## src/rtl/keypad_operand_entry_pkg.sv

```systemverilog
// Shared definitions for the keypad operand entry block: key codes, FSM and
// accumulator mode encodings, and a constant clog2 helper.
package keypad_pkg;

    localparam logic [3:0] KEY_NEXT = 4'hA;
    localparam logic [3:0] KEY_BKSP = 4'hB;
    localparam logic [3:0] KEY_CLR  = 4'hC;
    localparam logic [3:0] KEY_GO   = 4'hD;
    localparam logic [3:0] KEY_OP   = 4'hE;
    localparam logic [3:0] KEY_NEG  = 4'hF;

    typedef enum logic {
        ST_ENTRY = 1'b0,
        ST_HOLD  = 1'b1
    } state_e;

    typedef enum logic {
        ACC_PUSH = 1'b0,
        ACC_POP  = 1'b1
    } acc_mode_e;

    function automatic int clog2(input int value);
        int res;
        res = 0;
        for (int i = 0; i < 31; i++) begin
            if ((32'd1 << i) < 32'(value)) begin
                res = i + 1;
            end else begin
                res = res;
            end
        end
        return res;
    endfunction

endpackage

```

## src/rtl/keypad_operand_entry_dec_accum.sv

```systemverilog
// Combinational decimal accumulator: pushes a digit (f*10+d, saturating at
// MAX_MAG) or pops one (f/10) on a single field magnitude.
module dec_accum
    import keypad_pkg::*;
#(
    parameter int               WIDTH   = 22,
    parameter logic [WIDTH-1:0] MAX_MAG = {WIDTH{1'b1}}
) (
    input  logic [WIDTH-1:0] mag,
    input  logic [3:0]       digit,
    input  acc_mode_e        mode,
    output logic [WIDTH-1:0] next_mag,
    output logic             sat
);

    logic [WIDTH+3:0] wide_s;

    // Push result with four guard bits so f*10+9 can never wrap.
    always_comb begin
        wide_s = ({4'b0000, mag} * (WIDTH+4)'(4'd10)) + {{WIDTH{1'b0}}, digit};
    end

    // Select push/pop result and flag saturation.
    always_comb begin
        next_mag = mag;
        sat      = 1'b0;
        case (mode)
            ACC_PUSH: begin
                if (wide_s > {4'b0000, MAX_MAG}) begin
                    next_mag = MAX_MAG;
                    sat      = 1'b1;
                end else begin
                    next_mag = wide_s[WIDTH-1:0];
                    sat      = 1'b0;
                end
            end
            ACC_POP: begin
                next_mag = mag / WIDTH'(4'd10);
                sat      = 1'b0;
            end
            default: begin
                next_mag = mag;
                sat      = 1'b0;
            end
        endcase
    end

endmodule

```

## src/rtl/keypad_operand_entry.sv

```systemverilog
// Keypad operand entry: builds NUM_FIELDS decimal operands and an op code from
// key strobes and hands them downstream over valid/ready. Optional KEYPAD_NEG_EN adds per-field sign.
module keypad_operand_entry
    import keypad_pkg::*;
#(
    parameter int  NUM_FIELDS = 4,
    parameter int  WIDTH      = 22,
    parameter int  OP_W       = 2,
    localparam int SEL_W      = (clog2(NUM_FIELDS) < 1) ? 1 : clog2(NUM_FIELDS)
) (
    input  logic                        clk,
    input  logic                        reset,
    input  logic [3:0]                  key,
    input  logic                        key_valid,
    output logic [NUM_FIELDS*WIDTH-1:0] field_data,
    output logic [OP_W-1:0]             operation,
    output logic [SEL_W-1:0]            field_sel,
    output logic                        cmd_valid,
    input  logic                        cmd_ready,
    output logic                        ovf,
    output logic                        key_dropped
);

`ifdef KEYPAD_NEG_EN
    localparam logic [WIDTH-1:0] MAX_MAG = {1'b0, {(WIDTH-1){1'b1}}};
`else
    localparam logic [WIDTH-1:0] MAX_MAG = {WIDTH{1'b1}};
`endif

    state_e                      state_r, state_next_s;
    logic [WIDTH-1:0]            mag_r [NUM_FIELDS];
    logic [NUM_FIELDS*WIDTH-1:0] field_data_r;
    logic [OP_W-1:0]             operation_r, op_next_s;
    logic [SEL_W-1:0]            field_sel_r, sel_next_s;
    logic                        cmd_valid_r, cmd_valid_next_s;
    logic                        ovf_r, ovf_next_s;
    logic                        key_dropped_r, dropped_next_s;
    logic                        clear_all_s, field_we_s;
    logic [WIDTH-1:0]            cur_mag_s, mag_next_s, acc_mag_s, field_value_s;
    logic                        acc_sat_s;
    acc_mode_e                   acc_mode_s;

`ifdef KEYPAD_NEG_EN
    logic [NUM_FIELDS-1:0] sign_r;
    logic                  sign_next_s;

    function automatic logic [WIDTH-1:0] apply_sign(input logic [WIDTH-1:0] m, input logic neg);
        if (neg) begin
            return ~m + WIDTH'(1'b1);
        end else begin
            return m;
        end
    endfunction

    assign field_value_s = apply_sign(mag_next_s, sign_next_s);
`else
    assign field_value_s = mag_next_s;
`endif

    assign cur_mag_s  = mag_r[field_sel_r];
    assign acc_mode_s = (key == KEY_BKSP) ? ACC_POP : ACC_PUSH;

    dec_accum #(
        .WIDTH   (WIDTH),
        .MAX_MAG (MAX_MAG)
    ) u_dec_accum (
        .mag      (cur_mag_s),
        .digit    (key),
        .mode     (acc_mode_s),
        .next_mag (acc_mag_s),
        .sat      (acc_sat_s)
    );

    // Next-state and key decode; every key in HOLD is dropped, transfer clears the entry.
    always_comb begin
        state_next_s     = state_r;
        sel_next_s       = field_sel_r;
        op_next_s        = operation_r;
        ovf_next_s       = ovf_r;
        cmd_valid_next_s = cmd_valid_r;
        dropped_next_s   = 1'b0;
        clear_all_s      = 1'b0;
        field_we_s       = 1'b0;
        mag_next_s       = cur_mag_s;
`ifdef KEYPAD_NEG_EN
        sign_next_s      = sign_r[field_sel_r];
`endif
        case (state_r)
            ST_ENTRY: begin
                if (key_valid) begin
                    if (key <= 4'd9) begin
                        field_we_s = 1'b1;
                        mag_next_s = acc_mag_s;
                        ovf_next_s = ovf_r | acc_sat_s;
                    end else begin
                        case (key)
                            KEY_NEXT: begin
                                if (field_sel_r == SEL_W'(NUM_FIELDS - 1)) begin
                                    sel_next_s = {SEL_W{1'b0}};
                                end else begin
                                    sel_next_s = field_sel_r + SEL_W'(1'b1);
                                end
                            end
                            KEY_BKSP: begin
                                field_we_s = 1'b1;
                                mag_next_s = acc_mag_s;
                            end
                            KEY_CLR: begin
                                field_we_s  = 1'b1;
                                mag_next_s  = {WIDTH{1'b0}};
                                ovf_next_s  = 1'b0;
`ifdef KEYPAD_NEG_EN
                                sign_next_s = 1'b0;
`endif
                            end
                            KEY_GO: begin
                                cmd_valid_next_s = 1'b1;
                                state_next_s     = ST_HOLD;
                            end
                            KEY_OP: begin
                                op_next_s = operation_r + OP_W'(1'b1);
                            end
`ifdef KEYPAD_NEG_EN
                            KEY_NEG: begin
                                field_we_s  = 1'b1;
                                sign_next_s = ~sign_r[field_sel_r];
                            end
`endif
                            default: begin
                                field_we_s = 1'b0;
                            end
                        endcase
                    end
                end else begin
                    field_we_s = 1'b0;
                end
            end
            ST_HOLD: begin
                dropped_next_s = key_valid;
                if (cmd_ready) begin
                    cmd_valid_next_s = 1'b0;
                    clear_all_s      = 1'b1;
                    sel_next_s       = {SEL_W{1'b0}};
                    ovf_next_s       = 1'b0;
                    state_next_s     = ST_ENTRY;
                end else begin
                    state_next_s = ST_HOLD;
                end
            end
            default: begin
                state_next_s = ST_ENTRY;
            end
        endcase
    end

    // Control and status registers.
    always_ff @(posedge clk or negedge reset) begin
        if (!reset) begin
            state_r       <= ST_ENTRY;
            field_sel_r   <= {SEL_W{1'b0}};
            operation_r   <= {OP_W{1'b0}};
            cmd_valid_r   <= 1'b0;
            ovf_r         <= 1'b0;
            key_dropped_r <= 1'b0;
        end else begin
            state_r       <= state_next_s;
            field_sel_r   <= sel_next_s;
            operation_r   <= op_next_s;
            cmd_valid_r   <= cmd_valid_next_s;
            ovf_r         <= ovf_next_s;
            key_dropped_r <= dropped_next_s;
        end
    end

    // Field magnitudes plus the registered two's-complement view driven to the port.
    always_ff @(posedge clk or negedge reset) begin
        if (!reset) begin
            field_data_r <= {(NUM_FIELDS*WIDTH){1'b0}};
            for (int i = 0; i < NUM_FIELDS; i++) begin
                mag_r[i] <= {WIDTH{1'b0}};
            end
`ifdef KEYPAD_NEG_EN
            sign_r <= {NUM_FIELDS{1'b0}};
`endif
        end else if (clear_all_s) begin
            field_data_r <= {(NUM_FIELDS*WIDTH){1'b0}};
            for (int i = 0; i < NUM_FIELDS; i++) begin
                mag_r[i] <= {WIDTH{1'b0}};
            end
`ifdef KEYPAD_NEG_EN
            sign_r <= {NUM_FIELDS{1'b0}};
`endif
        end else if (field_we_s) begin
            for (int i = 0; i < NUM_FIELDS; i++) begin
                if (SEL_W'(i) == field_sel_r) begin
                    mag_r[i]                     <= mag_next_s;
                    field_data_r[i*WIDTH +: WIDTH] <= field_value_s;
`ifdef KEYPAD_NEG_EN
                    sign_r[i]                    <= sign_next_s;
`endif
                end
            end
        end
    end

    assign field_data  = field_data_r;
    assign operation   = operation_r;
    assign field_sel   = field_sel_r;
    assign cmd_valid   = cmd_valid_r;
    assign ovf         = ovf_r;
    assign key_dropped = key_dropped_r;

endmodule

```

## config.mk

```make
export PLATFORM = sky130hd
export DESIGN_NAME = keypad_operand_entry
export DESIGN_NICKNAME = d
export VERILOG_FILES = /design/src/rtl/keypad_operand_entry_pkg.sv /design/src/rtl/keypad_operand_entry_dec_accum.sv /design/src/rtl/keypad_operand_entry.sv
export SDC_FILE = /design/constraint.sdc
export NUM_CORES = 1
export LEC_CHECK = 0
export ABC_AREA = 0
export BUFFER_PORTS_ARGS = -buffer_cell sky130_fd_sc_hd__buf_4
export CAP_MARGIN = 20
export CORE_UTILIZATION = 40
export CTS_CLUSTER_DIAMETER = 50
export DETAILED_ROUTE_END_ITERATION = 8
export SLEW_MARGIN = 20
export SYNTH_ARGS = -nofsm -noshare
export SYNTH_HDL_FRONTEND = slang
export SYNTH_HIERARCHICAL = 1
export SYNTH_SLANG_ARGS = --single-unit
```

## constraint.sdc

```tcl
create_clock -name clk -period 24.8 [get_ports clk]
set_clock_uncertainty 0.1 [all_clocks]
set_input_delay 0 -clock clk [delete_from_list [all_inputs] [get_ports clk]]
set_output_delay 0 -clock clk [all_outputs]
set_load 0.02 [all_outputs]
```

==> results of run 1 <==
==> worst max-delay path, delay by kind of cell (launching register included) <==
| kind | cells | cell delay, ps |
|---|---|---|
| AOI/OAI and AO/OA | 13 | 3860 |
| muxes | 4 | 2090 |
| xor gates and xnor gates | 1 | 160 |
| and+or+nand+nor | 8 | 2140 |
| DFF | 1 | 940 |
==> metrics by stage <==
stage | utilization | std cells
finish | 0.464 | 1403
global route | 0.464 | 1403
CTS | 0.464 | 1403
detailed placement | 0.449 | 1380
global placement | 0.449 | 1380
floorplan | - | 1021
==> flip-flops by register name (all words and copies together), names as in the netlist <==
signal / count
operation: 2
key_dropped: 1
field_data: 66
state_r: 1
field_sel: 2
cmd_valid: 1
ovf: 1
mag_r: 22
==> metal layers <==
layer,global-route usage,share of wire,routed length [um]
met5,0,0,0
met4,0.0439,0.0084,220
met3,0.0306,0.054,1400
met2,0.329,0.45,11600
met1,0.332,0.49,12800
==> path summary, 6_finish.rpt <==
kind / from / end / slack [ps] / cells past startpoint
worst max register to register: field_sel[0]$_DFFE_PN0P_ / field_data[44]$_DFFE_PN0P_ / 15390 / 26
worst min-delay path: key[2] / field_sel[1]$_DFFE_PN0P_ / 20 / 4
max in group asynchronous: reset / field_data[15]$_DFFE_PN0P_ / 23400 / 3
min in group asynchronous: reset / field_data[4]$_DFFE_PN0P_ / 60 / 2
worst max-delay path: field_sel[0]$_DFFE_PN0P_ / field_data[44]$_DFFE_PN0P_ / 15390 / 26
worst min register to register: operation[1]$_DFFE_PN0P_ / operation[1]$_DFFE_PN0P_ / 380 / 1
==> placed cells by master, fill, tap and decap left out, types with 7 or more instances in the layout <==
cell type / instances
nor3_1: 33
dlygate4sd3_1: 7
nand3_1: 28
xor2_1: 8
or3_1: 11
nor2b_1: 11
and2_1: 31
buf_4: 110
a211o_1: 7
xnor2_1: 31
dfrtp_1: 95
o2111ai_1: 9
nor4_1: 10
nor3b_1: 9
a32oi_1: 7
clkbuf_16: 9
nand4_1: 7
mux2i_1: 23
a21oi_1: 46
mux2_2: 77
o21ai_0: 39
nand2b_1: 9
ha_1: 47
nand2_1: 80
a21o_1: 11
mux4_2: 23
o211ai_1: 10
nor2_1: 74
inv_1: 37
a211oi_1: 9
==> kinds of logic (layout without fill, tap and decap cells) <==
kind of cell | Yosys count | count (layout) | synth area share
AOI/OAI and AO/OA | 252 | 252 | 0.210
xor gates and xnor gates | 40 | 40 | 0.0381
adders and majority gates | 51 | 51 | 0.0690
buffers and inverters | 104 | 173 | 0.0530
DFF | 96 | 96 | 0.256
muxes | 124 | 124 | 0.173
and+or+nand+nor | 354 | 354 | 0.201
==> layout make-up <==
cell class	instances	area (sq um)	share of cell area
clock buffers	11	233	0.0219
multi-input cells	821	6490	0.612
flip-flops and latches	96	2400	0.227
repair buffers	117	896	0.0845
clock inverters	5	41.3	0.00389
inverters	40	150	0.0142
well taps	313	392	0.0369
==> summary.txt, run 1 <==
Post-DP HPWL -> 19.0 mm
Antenna cell count -> 0
Maxcap violations -> 0
Fillers -> 2225
Worst Path Arrival -> 9540 ps
Post-Syn Area per Cell -> 9.20 sq um
Hold slack -> 20.1 ps
Clock sink count -> 96
Core Rows -> 55
Drc violations -> 0
Share of the synthesized area in the top cell type -> 0.256
Vias/cell -> 5.95
GRT Total Usage -> 0.219
Total CTS buffers -> 9
CP max FO -> 34
Slowest stage delay, CP -> 940 ps
Outcome -> completed
Post-synth EDFFs -> 0
First-pass GRT wire length -> 42.6 mm
Largest net degree at the start of global routing -> 58
WL/cell -> 18.6 um
RSZ-0062 raised after global routing -> false
Initial antenna violation count -> 0
Count leader, synth -> dfrtp_1
Mapped Cells -> 1021
First-iteration detailed-routing DRC count -> 618
IO Count -> 103
Final hold violation count -> 0
Crit. End Element -> flip-flop
Max-slew violations -> 0
Htree depth -> 3
Area Growth Syn to Fin -> 12.9%
Synth area leader -> dfrtp_1
Post-DP Area -> 0.0103 sq mm
Worst Tran Pin Value -> 1030 ps
Yosys warns -> 6
Kind of critical path -> flip-flop to flip-flop
WP data required -> 24930 ps
Crit path time final -> 9410 ps
Final TNS setup -> 0 ps
Total grt overflow -> 0
Setup bufs post-CTS -> 0
Top cells by instance count after synthesis -> dfrtp_1 (96), nand2_1 (80), mux2_2 (77)
Crit path launch type -> flip-flop
Dpl ws -> 15530 ps
Share of cells above drive strength 1 -> 0.251
Final instance area -> 0.0106 sq mm
Global placement routability congestion -> 0.886
Clk slew on worst S/H paths -> 70 ps
Distinct cells, synth -> 107
Fmax -> 106 MHz
Ranking of synthesized cells by area -> dfrtp_1 (26%), mux2_2 (9.2%), ha_1 (6.3%), mux4_2 (5.5%), nand2_1 (3.2%)
Synthesized flop and latch total -> 96
Final-stage net count -> 1142
Main synth FF type -> dfrtp_1
Worst hold path type -> input port to flip-flop
CTS Hold Bufs -> 7
Final period util -> 0.379
Netlist Area Pre-Place -> 0.00939 sq mm
Resize count post-CTS -> 0
Total number of vias -> 8350
Total core area -> 0.0228 sq mm
Root Buffer -> clkbuf_16
Die Y -> 155 um
Number of global-route vias before repair -> 7877
Die Area -> 0.0241 sq mm
FFs w/ async S/R, synth -> 1.00
Seq/Total Area, Yosys -> 0.256
Clk Latency, worst-skew pair -> 340 ps
Routed Antenna Nets -> 0
Final setup fails -> 0
Initial Util -> 0.411
Setup WS post-layout -> 15390 ps
Slew margin rel. -> 0.300
Slowest cell on the critical path -> dfrtp_2
Wirelength, routed -> 26.1 mm
Port-buffer cells -> 102
Syn_nets -> 1078
TritonRoute pass-1 iters -> 5
Clock buffer depth -> 2
CTS tree -> built
Die width -> 155 um
Power of run 1 is left out: the tool's default activity adds up to more than one toggle a clock period on the data nets, which glitch-free logic cannot reach.
==> run 2: changes to the inputs <==
==> constraint.sdc (replaced) <==
create_clock -name clk -period 7.89 [get_ports clk]
set_clock_uncertainty 0.1 [all_clocks]
set_input_delay 0 -clock clk [delete_from_list [all_inputs] [get_ports clk]]
set_output_delay 0 -clock clk [all_outputs]
set_load 0.02 [all_outputs]
==> run 2 against run 1 <==
  * Routed wire length increased by 12%
  * Largest cell class unchanged
  * Flip-flop and latch count unchanged
  * Worst setup slack got worse by 15000 ps
  * Global-route usage increased by 1.6 points
  * First-iteration DRC count decreased by 27%
  * Critical path type unchanged
  * Highest routed layer unchanged
  * Die area unchanged
  * Final cell count increased by 11%
  * Critical endpoint is now field_data[22]$_DFFE_PN0P_
  * Sequential share of layout area decreased by 3.5 points
  * Critical path depth increased by 9
  * Utilization increased by 8.4 points
==> summary.txt, run 2 (synthesis gave the netlist of run 1 again) <==
Outcome -> completed
Max reg flops -> 66 (unchanged)
HP Start -> key[2]
Worst hold path type -> input port to flip-flop
Drc violations -> 0 (unchanged)
RSZ-0062 raised after global routing -> true
Slew margin rel. -> 0.497 (+0.197)
WP data required -> 8020 ps (-16910 ps)
Core Rows -> 55 (unchanged)
Reg2Reg Setup Slack -> 80 ps (-15310 ps)
Clk Latency, worst-skew pair -> 350 ps (about the same)
Slowest stage delay, CP -> 540 ps (-400 ps)
CP max FO -> 8 (-76%)
Max-slew violations -> 0 (unchanged)
Hold EP -> field_sel[1]$_DFFE_PN0P_
First-pass GRT wire length -> 45.5 mm (+6.6%)
Area Growth Syn to Fin -> 33.4%
Total CTS buffers -> 9 (unchanged)
Total number of vias -> 9023 (+8.1%)
Htree depth -> 3 (unchanged)
Final setup fails -> 0 (unchanged)
Final Util -> 0.548 (+0.0841)
Kind of critical path -> flip-flop to flip-flop
Port-buffer cells -> 102 (unchanged)
Reg-to-Reg Start -> field_sel[0]$_DFFE_PN0P_
Global placement routability congestion -> 0.851 (-3.9%)
CP Launch Point -> field_sel[0]$_DFFE_PN0P_
Final period util -> 0.990 (+0.610)
IO Count -> 103 (unchanged)
Post-DP HPWL -> 20.8 mm (+9.2%)
Vias/cell -> 5.78 (-2.9%)
TritonRoute pass-1 iters -> 5 (unchanged)
Routed Antenna Nets -> 0 (unchanged)
Root Buffer -> clkbuf_16
Most frequent cells in the layout -> buf_4 (250), dfrtp_1 (95), nand2_1 (77)
Crit path time final -> 7810 ps (-1600 ps)
Worst Hold Depth -> 4 (unchanged)
Share of cells above drive strength 1 -> 0.410 (+0.159)
Clock sink count -> 96 (unchanged)
Crit path launch type -> flip-flop
Antenna cell count -> 0 (unchanged)
Fmax -> 128 MHz (+20%)
CP most frequent cell -> buf_4
Total core area -> 0.0228 sq mm (unchanged)
Clock buffer depth -> 2 (unchanged)
GRT Total Usage -> 0.235 (+0.0158)
Total grt overflow -> 0 (unchanged)
Worst Tran Pin Value -> 754 ps (-280 ps)
Maxcap violations -> 0 (unchanged)
WL/cell -> 18.7 um (+0.65%)
Number of global-route vias before repair -> 8637 (+9.6%)
Final hold violation count -> 0 (unchanged)
Most common cell after layout, fill and taps aside -> buf_4
Die Area -> 0.0241 sq mm (unchanged)
RR Endpoint -> field_data[22]$_DFFE_PN0P_
Largest net degree at the start of global routing -> 59 (+1.7%)
Wirelength, routed -> 29.2 mm (+12%)
Die width -> 155 um (unchanged)
First-iteration detailed-routing DRC count -> 449 (-27%)
Final-stage net count -> 1300 (+14%)
R2R cell count -> 35 (+35%)
Die Y -> 155 um (unchanged)
Crit. End Element -> flip-flop
CTS tree -> built
Worst Path Arrival -> 7940 ps (-1600 ps)
Initial antenna violation count -> 0 (unchanged)
Clk slew on worst S/H paths -> 80 ps (about the same)
Slowest cell on the critical path -> mux4_2
Initial Util -> 0.411 (unchanged)
==> run 2: changes by cell type in the layout (fill, tap and decap cells not counted), sizes merged <==
| cell | previous run | this run |
|---|---|---|
| clkinv | 3 | 2 |
| bufinv | 0 | 2 |
| buf | 110 | 266 |
| inv | 40 | 42 |
| clkinvlp | 2 | 1 |
==> run 2: what timing repair did <==
item	4_1_cts	5_1_grt
resized for setup	16	115
pin swaps	13	51
setup buffers	13	25
endpoints found under the hold margin	42	0
endpoints found under the setup margin	8	89
hold buffers	7	0
==> run 2: per-layer routing <==
metal | share of wire | vias to the layer above | GRT usage
li1 | - | 4292 | -
met2 | 0.46 | 236 | 0.373
met1 | 0.48 | 4460 | 0.341
met3 | 0.044 | 35 | 0.0290
met4 | 0.014 | 0 | 0.0467
met5 | 0 | - | 0
==> run 2: worst max-delay path, delay by kind of cell (launching register included) <==
| family | cells | cell delay, ps |
|---|---|---|
| xor+xnor | 2 | 300 |
| flops | 1 | 490 |
| mux | 4 | 1060 |
| simple gates | 4 | 990 |
| compound gates | 16 | 3350 |
| buf+inv | 9 | 1420 |
==> run 2: area by class of cell <==
class / count / area [sq um]
Clock buffer: 9 / 225
Clock inverter: 7 / 110
Fill cell: 2070 / 10300
Inverter: 40 / 150
Multi-Input combinational cell: 821 / 7090
Sequential cell: 96 / 2400
Tap cell: 313 / 392
Timing Repair Buffer: 275 / 2160
==> run 2: how the worst max path moves through the flow <==
stage / to / cells past startpoint
6_report: field_data[22]$_DFFE_PN0P_ / 35
5_1_grt: field_data[0]$_DFFE_PN0P_ / 32
4_1_cts: mag_r[0]$_DFFE_PN0P_ / 31
3_5_place_dp: field_data[22]$_DFFE_PN0P_ / 30
3_3_place_gp: field_data[22]$_DFFE_PN0P_ / 31
2_1_floorplan: field_data[44]$_DFFE_PN0P_ / 32
==> run 2: metrics by stage <==
step | setup slack (ps) | area [sq um] | hold slack, ps | setup TNS (ps) | cells
2_1_floorplan | 12.0 | 9390 | -396 | 0 | 1021
3_3_place_gp | -58.7 | 11200 | -99.2 | -370 | 1500
3_5_place_dp | -122 | 11200 | -101 | -873 | 1500
4_1_cts | 21.7 | 11800 | 29.0 | 0 | 1536
5_1_grt | -302 | 12500 | 58.7 | -2600 | 1561
6_report | 79.9 | 12500 | 48.2 | 0 | 1561
Power of run 2 is left out for the same reason.
